`src/rtl/div_seq_pkg.sv`:
```
// ============================================================================
// div_seq_pkg : shared state codes and constants for the sequential divider
// Revision    : 1.0
// ============================================================================
`default_nettype none

package div_seq_pkg;

   localparam int REG_W = 32;

   typedef enum logic [1:0] {
      DIV_FREE    = 2'b00,
      DIV_BY_ZERO = 2'b01,
      DIV_ON      = 2'b10,
      DIV_END     = 2'b11
   } div_state_t;

   localparam logic DIV_RESULT_READY     = 1'b1;
   localparam logic DIV_RESULT_NOT_READY = 1'b0;
   localparam logic DIV_START            = 1'b1;
   localparam logic DIV_STOP             = 1'b0;

   localparam logic [REG_W-1:0]   ZERO_WORD   = '0;
   localparam logic [2*REG_W-1:0] ZERO_DOUBLE = '0;

endpackage

`default_nettype wire

```
`src/rtl/div_seq_step.sv`:
```
// ============================================================================
// div_seq_step : one restoring-division iteration on the packed work register
// Revision     : 1.0
// ============================================================================
`default_nettype none

module div_seq_step
   import div_seq_pkg::*;
#(
   parameter int DATA_W = REG_W
) (
   input  logic [2*DATA_W:0] work_in,
   input  logic [DATA_W-1:0] divisor,
   output logic [2*DATA_W:0] work_out
);

   logic [DATA_W:0] diff;

   // Low half of the work register doubles as dividend shifter and quotient accumulator.
   always_comb begin
      diff = work_in[2*DATA_W:DATA_W] - {1'b0, divisor};
      if (diff[DATA_W]) begin
         work_out = {work_in[2*DATA_W-1:0], 1'b0};
      end else begin
         work_out = {diff[DATA_W-1:0], work_in[DATA_W-1:0], 1'b1};
      end
   end

endmodule

`default_nettype wire

```
`src/rtl/div_seq.sv`:
```
// ============================================================================
// div_seq  : multi-cycle restoring divider for DIV/DIVU, {remainder, quotient}
// Revision : 1.0
// ============================================================================
`default_nettype none

module div_seq
   import div_seq_pkg::*;
#(
   parameter int DATA_W = REG_W
) (
   input  logic                  clk,
   input  logic                  rst,
   input  logic                  signed_div_i,
   input  logic [DATA_W-1:0]     opdata1_i,
   input  logic [DATA_W-1:0]     opdata2_i,
   input  logic                  start_i,
   input  logic                  annul_i,
   output logic [2*DATA_W-1:0]   result_o,
   output logic                  ready_o
);

   localparam int               CNT_W    = $clog2(DATA_W + 1);
   localparam logic [CNT_W-1:0] CNT_LAST = CNT_W'(DATA_W);
   localparam logic [CNT_W-1:0] CNT_ONE  = CNT_W'(1);

   div_state_t              state;
   div_state_t              state_next;
   logic [CNT_W-1:0]        cnt;
   logic [2*DATA_W:0]       work;
   logic [2*DATA_W:0]       work_step;
   logic [DATA_W-1:0]       divisor;
   logic                    neg_q;
   logic                    neg_r;
   logic [2*DATA_W-1:0]     result;
   logic                    load;
   logic                    iterate;
   logic                    finish;
   logic                    clear_res;
   logic [DATA_W-1:0]       quo_final;
   logic [DATA_W-1:0]       rem_final;

   function automatic logic [DATA_W-1:0] mag(input logic [DATA_W-1:0] x, input logic sgn);
      return (sgn && x[DATA_W-1]) ? -x : x;
   endfunction

   div_seq_step #(
      .DATA_W   (DATA_W)
   ) u_step (
      .work_in  (work),
      .divisor  (divisor),
      .work_out (work_step)
   );

   always_ff @(posedge clk or negedge rst) begin
      if (!rst) begin
         state <= DIV_FREE;
      end else begin
         state <= state_next;
      end
   end

   always_comb begin
      state_next = state;
      case (state)
         DIV_FREE: begin
            if (start_i == DIV_START && !annul_i) begin
               state_next = (opdata2_i == '0) ? DIV_BY_ZERO : DIV_ON;
            end
         end
         DIV_BY_ZERO: state_next = DIV_END;
         DIV_ON: begin
            if (annul_i) begin
               state_next = DIV_FREE;
            end else if (cnt == CNT_LAST) begin
               state_next = DIV_END;
            end
         end
         DIV_END: begin
            if (start_i == DIV_STOP) begin
               state_next = DIV_FREE;
            end
         end
         default: state_next = DIV_FREE;
      endcase
   end

   always_comb begin
      load      = (state == DIV_FREE) && (state_next == DIV_ON);
      iterate   = (state == DIV_ON) && !annul_i && (cnt != CNT_LAST);
      finish    = (state == DIV_ON) && (state_next == DIV_END);
      clear_res = (state_next == DIV_FREE) || (state == DIV_BY_ZERO);
      ready_o   = (state == DIV_END) ? DIV_RESULT_READY : DIV_RESULT_NOT_READY;
   end

   assign quo_final = neg_q ? -work[DATA_W-1:0]        : work[DATA_W-1:0];
   assign rem_final = neg_r ? -work[2*DATA_W:DATA_W+1] : work[2*DATA_W:DATA_W+1];

   // Operands and sign flags are captured once so EX may change them mid-divide.
   always_ff @(posedge clk or negedge rst) begin
      if (!rst) begin
         cnt     <= '0;
         work    <= '0;
         divisor <= '0;
         neg_q   <= 1'b0;
         neg_r   <= 1'b0;
         result  <= '0;
      end else begin
         if (load) begin
            neg_q   <= signed_div_i & (opdata1_i[DATA_W-1] ^ opdata2_i[DATA_W-1]);
            neg_r   <= signed_div_i & opdata1_i[DATA_W-1];
            divisor <= mag(opdata2_i, signed_div_i);
            work    <= {{DATA_W{1'b0}}, mag(opdata1_i, signed_div_i), 1'b0};
            cnt     <= '0;
         end else if (iterate) begin
            work <= work_step;
            cnt  <= cnt + CNT_ONE;
         end else if (state == DIV_ON && annul_i) begin
            cnt <= '0;
         end

         if (finish) begin
            result <= {rem_final, quo_final};
         end else if (clear_res) begin
            result <= '0;
         end
      end
   end

   assign result_o = result;

endmodule

`default_nettype wire
```
`config.mk`:
```
export PLATFORM = sky130hd
export DESIGN_NAME = div_seq
export DESIGN_NICKNAME = d
export VERILOG_FILES = /design/src/rtl/div_seq_pkg.sv /design/src/rtl/div_seq_step.sv /design/src/rtl/div_seq.sv
export SDC_FILE = /design/constraint.sdc
export NUM_CORES = 1
export LEC_CHECK = 0
export CAP_MARGIN = 25
export CORE_MARGIN = 1
export CORE_UTILIZATION = 40
export CTS_CLUSTER_DIAMETER = 120
export CTS_CLUSTER_SIZE = 10
export DETAILED_ROUTE_END_ITERATION = 16
export GPL_TIMING_DRIVEN = 0
export PLACE_DENSITY = 0.65
export SYNTH_ARGS = -nofsm -noshare
export SYNTH_HDL_FRONTEND = slang
export SYNTH_SLANG_ARGS = --single-unit
```
`constraint.sdc`:
```
create_clock -name clk -period 3.5 [get_ports clk]
set_clock_uncertainty 0.15 [all_clocks]
set_input_delay 0.525 -clock clk [delete_from_list [all_inputs] [get_ports clk]]
set_output_delay 0.525 -clock clk [all_outputs]
set_load 0.005 [all_outputs]
```
**Word-level counts from Yosys, hierarchy flattened**

Index checks and enable logic that the tools add are counted.

- Latch bits: 0
- Memories kept: 0
- Memory bits (writable): 0
- ROM bits: 0
- Input port bits: 69
- Logic and storage cells: 58
- Register bits after elaboration: 171

- Shift operators: 0
- Bitwise operators: 3
- Multiplexer cells: 19
- Magnitude comparators: 0
- Add/subtract/negate cells: 6
- Multiply operators: 0
- Reduce and logical (&&, ||, !) cells: 16
- Equality and inequality tests: 7
- Divide/modulo/power cells: 0

Operators by type and width:

| cell | number |
|---|---|
| 65-bit 2-to-1 mux | 3 |
| 32-bit 2-to-1 mux | 4 |
| 64-bit 2-to-1 mux | 2 |
| 32-bit negator | 4 |
| 33-bit by 32-bit subtractor with 33-bit output | 1 |
| 32-bit zero test | 1 |
| 6-bit 2-to-1 mux | 3 |
| 2-bit 2-to-1 mux | 5 |
| 2-bit == test, second input constant | 4 |
| 1-bit logical AND | 8 |
| 2-bit case mux with 4 select lines | 1 |
| 6-bit by 1-bit adder with 6-bit output, second input constant | 1 |
| 6-bit == test, second input constant | 1 |
| 6-bit inequality test, second input constant | 1 |
| 2-bit zero test | 2 |
| 2-bit nonzero test | 2 |
| 3-bit nonzero test | 1 |
| 1-bit AND | 2 |
| 2-bit by 1-bit == test with 1-bit output, second input constant | 1 |
| 1-bit zero test | 1 |
| 1-bit logical OR | 1 |
| 1-bit 2-to-1 mux | 1 |
| 1-bit XOR | 1 |

**Depth between registers and ports, before layout**

Gate-level depths: netlist of the first run.

- Word-level depth: 8
- Gate-level depth with buffers: 13
- Mapped depth without buffers: 12

**Modules after synthesis**

Synthesis of the first run repeated with hierarchy kept, for this count alone.

- Cells, all modules: 1294
- Area total of the unflattened synthesis: 11566.1 um^2

By module, submodules not included:

| module | cells each | instances | area an instance (um^2) | seq. area each (um^2) |
|---|---|---|---|---|
| div_seq | 953 | 1 | 9008.6 | 4279.1 |
| div_seq_step | 341 | 1 | 2557.5 | 0.0 |

**Worst setup path before layout of the first run**

Ideal clock, no wire load.

- Kind: reg2reg
- Start point: reg work[51]
- End point: reg work[34]
- Cell stages (with the launch flop): 13
- Period minus slack after synthesis: 3.267 ns
- Setup slack: 0.233 ns
- Buffers on the path: 2
- Data required time: 3.228 ns
- Library setup time: 0.122 ns
- Arrival: 2.996 ns
- Cells stage by stage: dfrtp_1 ha_1 clkbuf_1 and4_1 and3_1 a22oi_1 o21ai_1 o41ai_1 o21ai_1 xnor2_1 buf_2 nand2_1 a32o_1

- Word-level cells in the longest chain between the ends: 4

Ends and longest elaborated chain:

| item | RTL line | text |
|---|---|---|
| start: declaration | div_seq.sv:30 | `logic [2*DATA_W:0] work;` |
| start signal: assignment | div_seq.sv:113 | `work <= {{DATA_W{1'b0}}, mag(opdata1_i, signed_div_i), 1'b0};` |
| start signal: assignment | div_seq.sv:116 | `work <= work_step;` |
| 33-bit by 32-bit subtractor with 33-bit output | div_seq_step.sv:21 | `diff = work_in[2*DATA_W:DATA_W] - {1'b0, divisor};` |
| 65-bit 2-to-1 mux | div_seq_step.sv:22 | `if (diff[DATA_W]) begin` |
| 65-bit 2-to-1 mux | div_seq.sv:115 | `end else if (iterate) begin` |
| 65-bit 2-to-1 mux | div_seq.sv:109 | `if (load) begin` |

No other way between the ends. The select of a mux whose other input is x is not followed.
A chain may end at the register's enable or synchronous reset.

**Final worst setup path of the first run**

- Start point: reg divisor[0]
- End point: reg work[60]

- Word-level cells in the longest chain between the ends: 4

Ends and longest elaborated chain:

| item | RTL line | text |
|---|---|---|
| start: declaration | div_seq.sv:32 | `logic [DATA_W-1:0] divisor;` |
| start signal: assignment | div_seq.sv:112 | `divisor <= mag(opdata2_i, signed_div_i);` |
| 33-bit by 32-bit subtractor with 33-bit output | div_seq_step.sv:21 |  |
| 65-bit 2-to-1 mux | div_seq_step.sv:22 |  |
| 65-bit 2-to-1 mux | div_seq.sv:115 |  |
| 65-bit 2-to-1 mux | div_seq.sv:109 |  |

No other way between the ends. The select of a mux whose other input is x is not followed.

==> flow_summary.ini, run 1 <==
[status]
outcome = complete, no violations

[critical_path]
path_cells = ha_1 -> fa_1 -> nand2b_1 -> a21oi_4 -> o21ai_2 -> o21ai_2 -> o41ai_4 -> o21ai_2 -> xor2_2 -> clkbuf_4 -> nand4_1 -> o21ai_1
crit_type = reg -> reg
cp_slowest_stage_delay_ns = 0.43
slowest_stage = dfrtp_1
worst_setup_path_start_kind = flop
cp.arrival_ns = 3.59
crit_fanout = 10
worstPathRequired_ns = 3.71
cp-end-kind = flop
cpMostUsedCell = o21ai_2

[logic_synthesis]
synthAdderAreaFrac_pct = 4.48
yosysTopAreaCell = dfrtp_1
synth_top_area_share_pct = 38.7
synthMuxAreaShare_pct = 0.181
ys_seq_area_share_pct = 38.7
yosys.area_share.simple_pct = 18.3
ys.flop_type = dfrtp_1
netlist_area_um2 = 11100
synth_compound_gate_area_share_pct = 22.4
synth-edff-count = 0
ys.warnings.count = 0
yosys-top-cells-area = dfrtp_1, xor2_1, nand2_1, xnor2_1, ha_1
syn_nets = 1412
syn_inst = 1304
yosys.cell_count.top_type = nand2_1
synth_xor_area_share_pct = 11.8
synth_top_family_by_area = compound AO/OA/AOI/OAI gates
synth_commonest_cells = nand2_1, dfrtp_1, xor2_1, o21ai_0, nor2_1
avgSynthCellArea_um2 = 8.49
yosysUniqueCellTypes = 62
synthArstFlopShare_pct = 100
ys_ff_latch = 171

[timing]
grt_setup_unrepaired = no
tightest_slew_ns = 0.883
fmax_mhz = 296
hold_slack_ns = 0.332
timing.slew.headroom_pct = 40.6
final.min_clock_period_ns = 3.38
slew_violations = 0
hold_violations = 0
fin_crit_sh_pct = 96.5
setup-violations-final = 0
setup_tns_ns = 0

[detailed_routing]
via_per_inst = 5.61
drtPass1Iterations = 5
vias = 10200
drt_iter0_markers = 818
drc_errors = 0
routed_wl_um = 31400
route.detailed.wl_per_inst_um = 17.3
ant_nets = 0

[pwr]
power_density_nw_per_um2 = 632
vdd_drop_max_mv = 0.449
total_power_mw = 8.60
cellLeakagePower_nw = 5.73

[cells_and_area]
nets = 1566
drive_gt1_share_pct = 5.37
fillers = 2603
multi_input_area_um2 = 6410
final_util_pct = 50.3
area_growth_pct = 22.8
antenna_cells = 0
regArea_um2 = 4280
fin_cells = 1812

[hold_path]
hold_class = reg -> reg

[cts]
cts_tree = built
clk_latency_ns = 0.44
cts_buffer_depth = 2
h-tree-depth = 4
clockRootBuffer = clkbuf_16
cts_made_buffers = 17
cts_num_sinks = 171
clk_pin_slew_ns = 0.07

[floorplan]
fp.dieW_um = 168
num_io_pins = 134
initial_core_util_pct = 40.9
die-area_um2 = 28300
die_y_um = 168
rows = 60
design.core.area_um2 = 27000

[grt]
antenna_found_initial = 0
grt_max_degree = 90
grt_pass1_vias = 9557
grt_overflow = 0
grt_pass1_wl_um = 50500
track_usage_pct = 22.5

[place]
port_buffers = 132
post-dp-hpwl_um = 24400
globalplace.congestion = 0.900
placed_cells = 1779

[flow_run]
cap_viol_max_count = 0
-- metrics by stage --
stage               setup slack [ns]  cell area, um^2
CTS                           0.0245            13500
finish                         0.122            13600
global placement               -5.24            12800
floorplan                      0.233            11100
detailed placement            -0.835            12900
global route                 0.00886            13600
-- layout by cell type, fill, tap and decap left out, types with 7 or more instances in the layout --
cell,netlist,layout
clkbuf_1,59,44
o31ai_1,23,23
o311ai_1,19,19
a32oi_1,7,7
nor2_1,77,76
o21ai_1,72,68
clkdlybuf4s50_1,0,131
a22oi_1,9,9
and2_1,8,8
or3_1,13,12
xor2_1,91,90
a221o_1,22,22
o21ai_0,90,90
or4_1,12,11
nand2_1,186,186
clkbuf_2,0,10
nor4_1,13,10
o41ai_1,11,10
ha_1,38,38
nand3_1,43,43
nor3_1,20,20
inv_1,54,54
buf_1,9,7
nand4_1,15,15
a21oi_1,68,67
a21o_1,18,18
and3_1,8,8
dfrtp_1,171,171
nor2b_1,7,7
clkbuf_16,0,17
nand2b_1,16,16
xnor2_1,58,57
-- registers in the layout, indices dropped and copies added, names as in the netlist --
name / count
state: 2
neg_r: 1
result_o: 64
divisor: 32
neg_q: 1
work: 65
cnt: 6
-- repair_timing --
action / 4_1_cts / 5_1_grt
endpoints found under the hold margin: 82 / 0
hold buffers: 1 / 0
endpoints found under the setup margin: 88 / 91
pin swaps: 1 / 1
gates resized for setup: 25 / 17
setup buffers: 1 / 1
-- kinds of logic (layout without fill, tap and decap cells) --
kind of cell               count (synthesis)  count (layout)
xor gates and xnor gates                 149             149
adders and majority gates                 39              39
and+or+nand+nor                          433             433
DFF                                      171             171
AOI/OAI and AO/OA                        386             386
muxes                                      2               2
buffers and inverters                    124             291
-- metal layers --
metal / routed length [um] / up-vias / track usage, %
met5: 0 / - / 0
met3: 1690 / 19 / 3.13
met4: 290 / 0 / 4.90
met1: 15400 / 4871 / 32.9
li1: - / 4988 / -
met2: 14000 / 292 / 35.3
-- report_power, final --
group	internal (mW)	switching [mW]
combinational	1.55	2.32
sequential	2.28	0.502
clock	1.02	0.916
total	4.86	3.74
-- final cells by class --
class / instances / share of cell area, %
Inverter: 54 / 1.49
Timing Repair Buffer: 137 / 10.2
Sequential cell: 171 / 31.5
Multi-Input combinational cell: 1009 / 47.2
Buffer: 68 / 2.16
Tap cell: 341 / 3.14
Clock buffer: 17 / 3.13
Clock inverter: 15 / 1.26
-- worst max-delay path: cells and delay by family (launching register included) --
kind	cells	cell delay, ns
AO/OA/AOI/OAI	6	1.17
adder cells (fa/ha/maj)	2	0.63
flip-flops	1	0.43
AND/OR/NAND/NOR	2	0.40
buffers and inverters	1	0.28
XOR/XNOR	1	0.25
-- worst paths after layout --
kind / startpoint / end / slack, ns / cells after the start
max: divisor[0] / work[60] / 0.12 / 12
min: result_o[36] / result_o[36] / 0.33 / 2
max reg2reg: divisor[0] / work[60] / 0.12 / 12
min reg2reg: result_o[36] / result_o[36] / 0.33 / 2
max in group asynchronous: rst / result_o[63] / 1.82 / 3
min in group asynchronous: rst / divisor[13] / 0.51 / 2
Note: power is estimated with default switching activity, not from simulation.
==> run 2: changes to the inputs <==
--- a/config.mk
+++ b/config.mk
@@ -6,13 +6,16 @@
 export NUM_CORES = 1
 export LEC_CHECK = 0
 export CAP_MARGIN = 25
+export CELL_PAD_IN_SITES_DETAIL_PLACEMENT = 1
+export CELL_PAD_IN_SITES_GLOBAL_PLACEMENT = 1
 export CORE_MARGIN = 1
-export CORE_UTILIZATION = 40
+export CORE_UTILIZATION = 39
 export CTS_CLUSTER_DIAMETER = 120
 export CTS_CLUSTER_SIZE = 10
 export DETAILED_ROUTE_END_ITERATION = 16
 export GPL_TIMING_DRIVEN = 0
-export PLACE_DENSITY = 0.65
+export PLACE_DENSITY = 0.8
+export REMOVE_ABC_BUFFERS = 1
 export SYNTH_ARGS = -nofsm -noshare
 export SYNTH_HDL_FRONTEND = slang
 export SYNTH_SLANG_ARGS = --single-unit
==> run 2 against run 1 <==
  * Power increased by 1.5%
  * Sequential power about the same
  * Hold slack improved by 0.0021 ns
  * Die area increased by 2.5%
  * Maximum frequency decreased by 0.59%
  * Final cell count decreased by 0.44%
  * Clock power decreased by 4%
  * Critical path type unchanged
  * Largest cell class unchanged
==> flow_summary.ini, run 2 (synthesized netlist as in run 1, its figures left out) <==
[cells_and_area]
regArea_um2 = 4280
fillers = 3237
nets = 1521
antenna_cells = 0
top_register = work
largest_reg_flops = 65
most-common-layout-cells = nand2_1, dfrtp_1, clkdlybuf4s50_1
drive_gt1_share_pct = 6.24
fin_cells = 1804
multi_input_area_um2 = 6510
mostFrequentLayoutCell = nand2_1
final_cell_area_um2 = 13700
area_growth_pct = 23.9

[detailed_routing]
via_per_inst = 5.76
routed_wl_um = 34900
vias = 10400
route.detailed.wl_per_inst_um = 19.3
drtPass1Iterations = 5
ant_nets = 0
drt_iter0_markers = 552
drc_errors = 0

[timing]
setup_ws_ns = 0.102
timing.slew.headroom_pct = 38.2
setup-violations-final = 0
final.min_clock_period_ns = 3.40
hold_violations = 0
tightest_slew_ns = 0.924
slew_violations = 0
grt_setup_unrepaired = no
fmax_mhz = 294
fin_crit_sh_pct = 97.1

[cts]
cts_buffer_depth = 2
cts_num_sinks = 171
clk_latency_ns = 0.44
clockRootBuffer = clkbuf_16
cts_made_buffers = 17
h-tree-depth = 4
clk_pin_slew_ns = 0.07
cts_tree = built

[place]
globalplace.congestion = 0.868
placed_cells = 1762
pre_cts_ws_ns = -0.984
placed_area_um2 = 12900
post-dp-hpwl_um = 24900
port_buffers = 133

[critical_path]
cp-end-kind = flop
worst_setup_path_start_kind = flop
crit_fanout = 8
cp_slowest_stage_delay_ns = 0.44
crit_type = reg -> reg
path_cells = inv_1 -> fa_1 -> nand2b_1 -> a21oi_4 -> o21ai_2 -> o21ai_2 -> o41ai_4 -> o21ai_4 -> xor2_4 -> buf_4 -> nand2_1 -> a32o_1
slowest_stage = fa_1
regToRegSetupSlack_ns = 0.10
r2r_start = work[33]
cp.arrival_ns = 3.57
rr_worst_depth = 12
reg2reg_to = work[34]
cpMostUsedCell = o21ai_2
worstPathRequired_ns = 3.67

[floorplan]
num_io_pins = 134
initial_core_util_pct = 39.7
die-area_um2 = 29100
fp.dieW_um = 170
rows = 61
design.core.area_um2 = 27900
die_y_um = 170

[hold_path]
min_to = result_o[18]
min_delay_path_depth = 2
hold_class = reg -> reg
worstHoldStart = result_o[18]

[pwr]
total_power_mw = 8.73
vdd_drop_max_mv = 0.462
power_density_nw_per_um2 = 636
cellLeakagePower_nw = 5.75

[grt]
grt_pass1_vias = 10700
grt_pass1_wl_um = 56900
antenna_found_initial = 0
grt_overflow = 0
track_usage_pct = 24.8
grt_max_degree = 96

[flow_run]
cap_viol_max_count = 0

[status]
outcome = complete, no violations
==> run 2: layer usage <==
layer	GRT usage (%)	routed length [um]
met1	31.6	15300
met2	42.7	17300
met3	3.84	1330
met4	8.26	848
met5	0	0
==> run 2: timing repair <==
| action | 4_1_cts | 5_1_grt |
|---|---|---|
| endpoints found under the setup margin | 86 | 32 |
| pin swaps | 4 | 2 |
| hold buffers | 1 | 0 |
| endpoints found under the hold margin | 76 | 0 |
| buffers inserted | 2 | 3 |
| resized for setup | 19 | 4 |
| cloned | 2 | 0 |
==> run 2: layout make-up <==
| type | instances | area share, % |
|---|---|---|
| clock buffers | 18 | 3.20 |
| clock inverters | 14 | 0.949 |
| inverters | 54 | 1.48 |
| multi-input cells | 1011 | 47.5 |
| flip-flops and latches | 171 | 31.2 |
| well taps | 378 | 3.45 |
| repair buffers | 158 | 12.2 |
==> run 2: power by group <==
group	switching, mW	internal, mW
Clock	0.900	0.960
Sequential	0.495	2.28
Combinational	2.44	1.65
Total	3.84	4.89
==> run 2: critical path, delay by kind of cell, from the launching register on <==
kind,cells,cell delay [ns]
compound gates,6,1.28
xor+xnor,1,0.25
fa+ha+maj,1,0.44
buf+inv,2,0.40
flops,1,0.43
simple gates,2,0.32
==> run 2: worst max-delay path by stage <==
stage                     slack, ns     endpoint          from  cells after the start
after floorplan               -1.94     work[58]        cnt[0]                      6
after global placement        -5.39  divisor[12]           rst                      1
after detailed placement      -0.98     work[48]      work[37]                     12
after CTS                      0.04     work[43]      work[47]                     12
after global routing          0.003     work[32]  opdata1_i[3]                     10
final                          0.10     work[34]      work[33]                     12
==> run 2: through the flow <==
step	setup TNS (ns)	hold WS, ns	utilization [%]
finish	0	0.334	49.2
global placement	-1369.38	0.315	45.2
floorplan	-154.99	0.0794	-
detailed placement	-69.28	0.321	46.2
CTS	0	0.338	48.8
global route	0	0.348	49.2
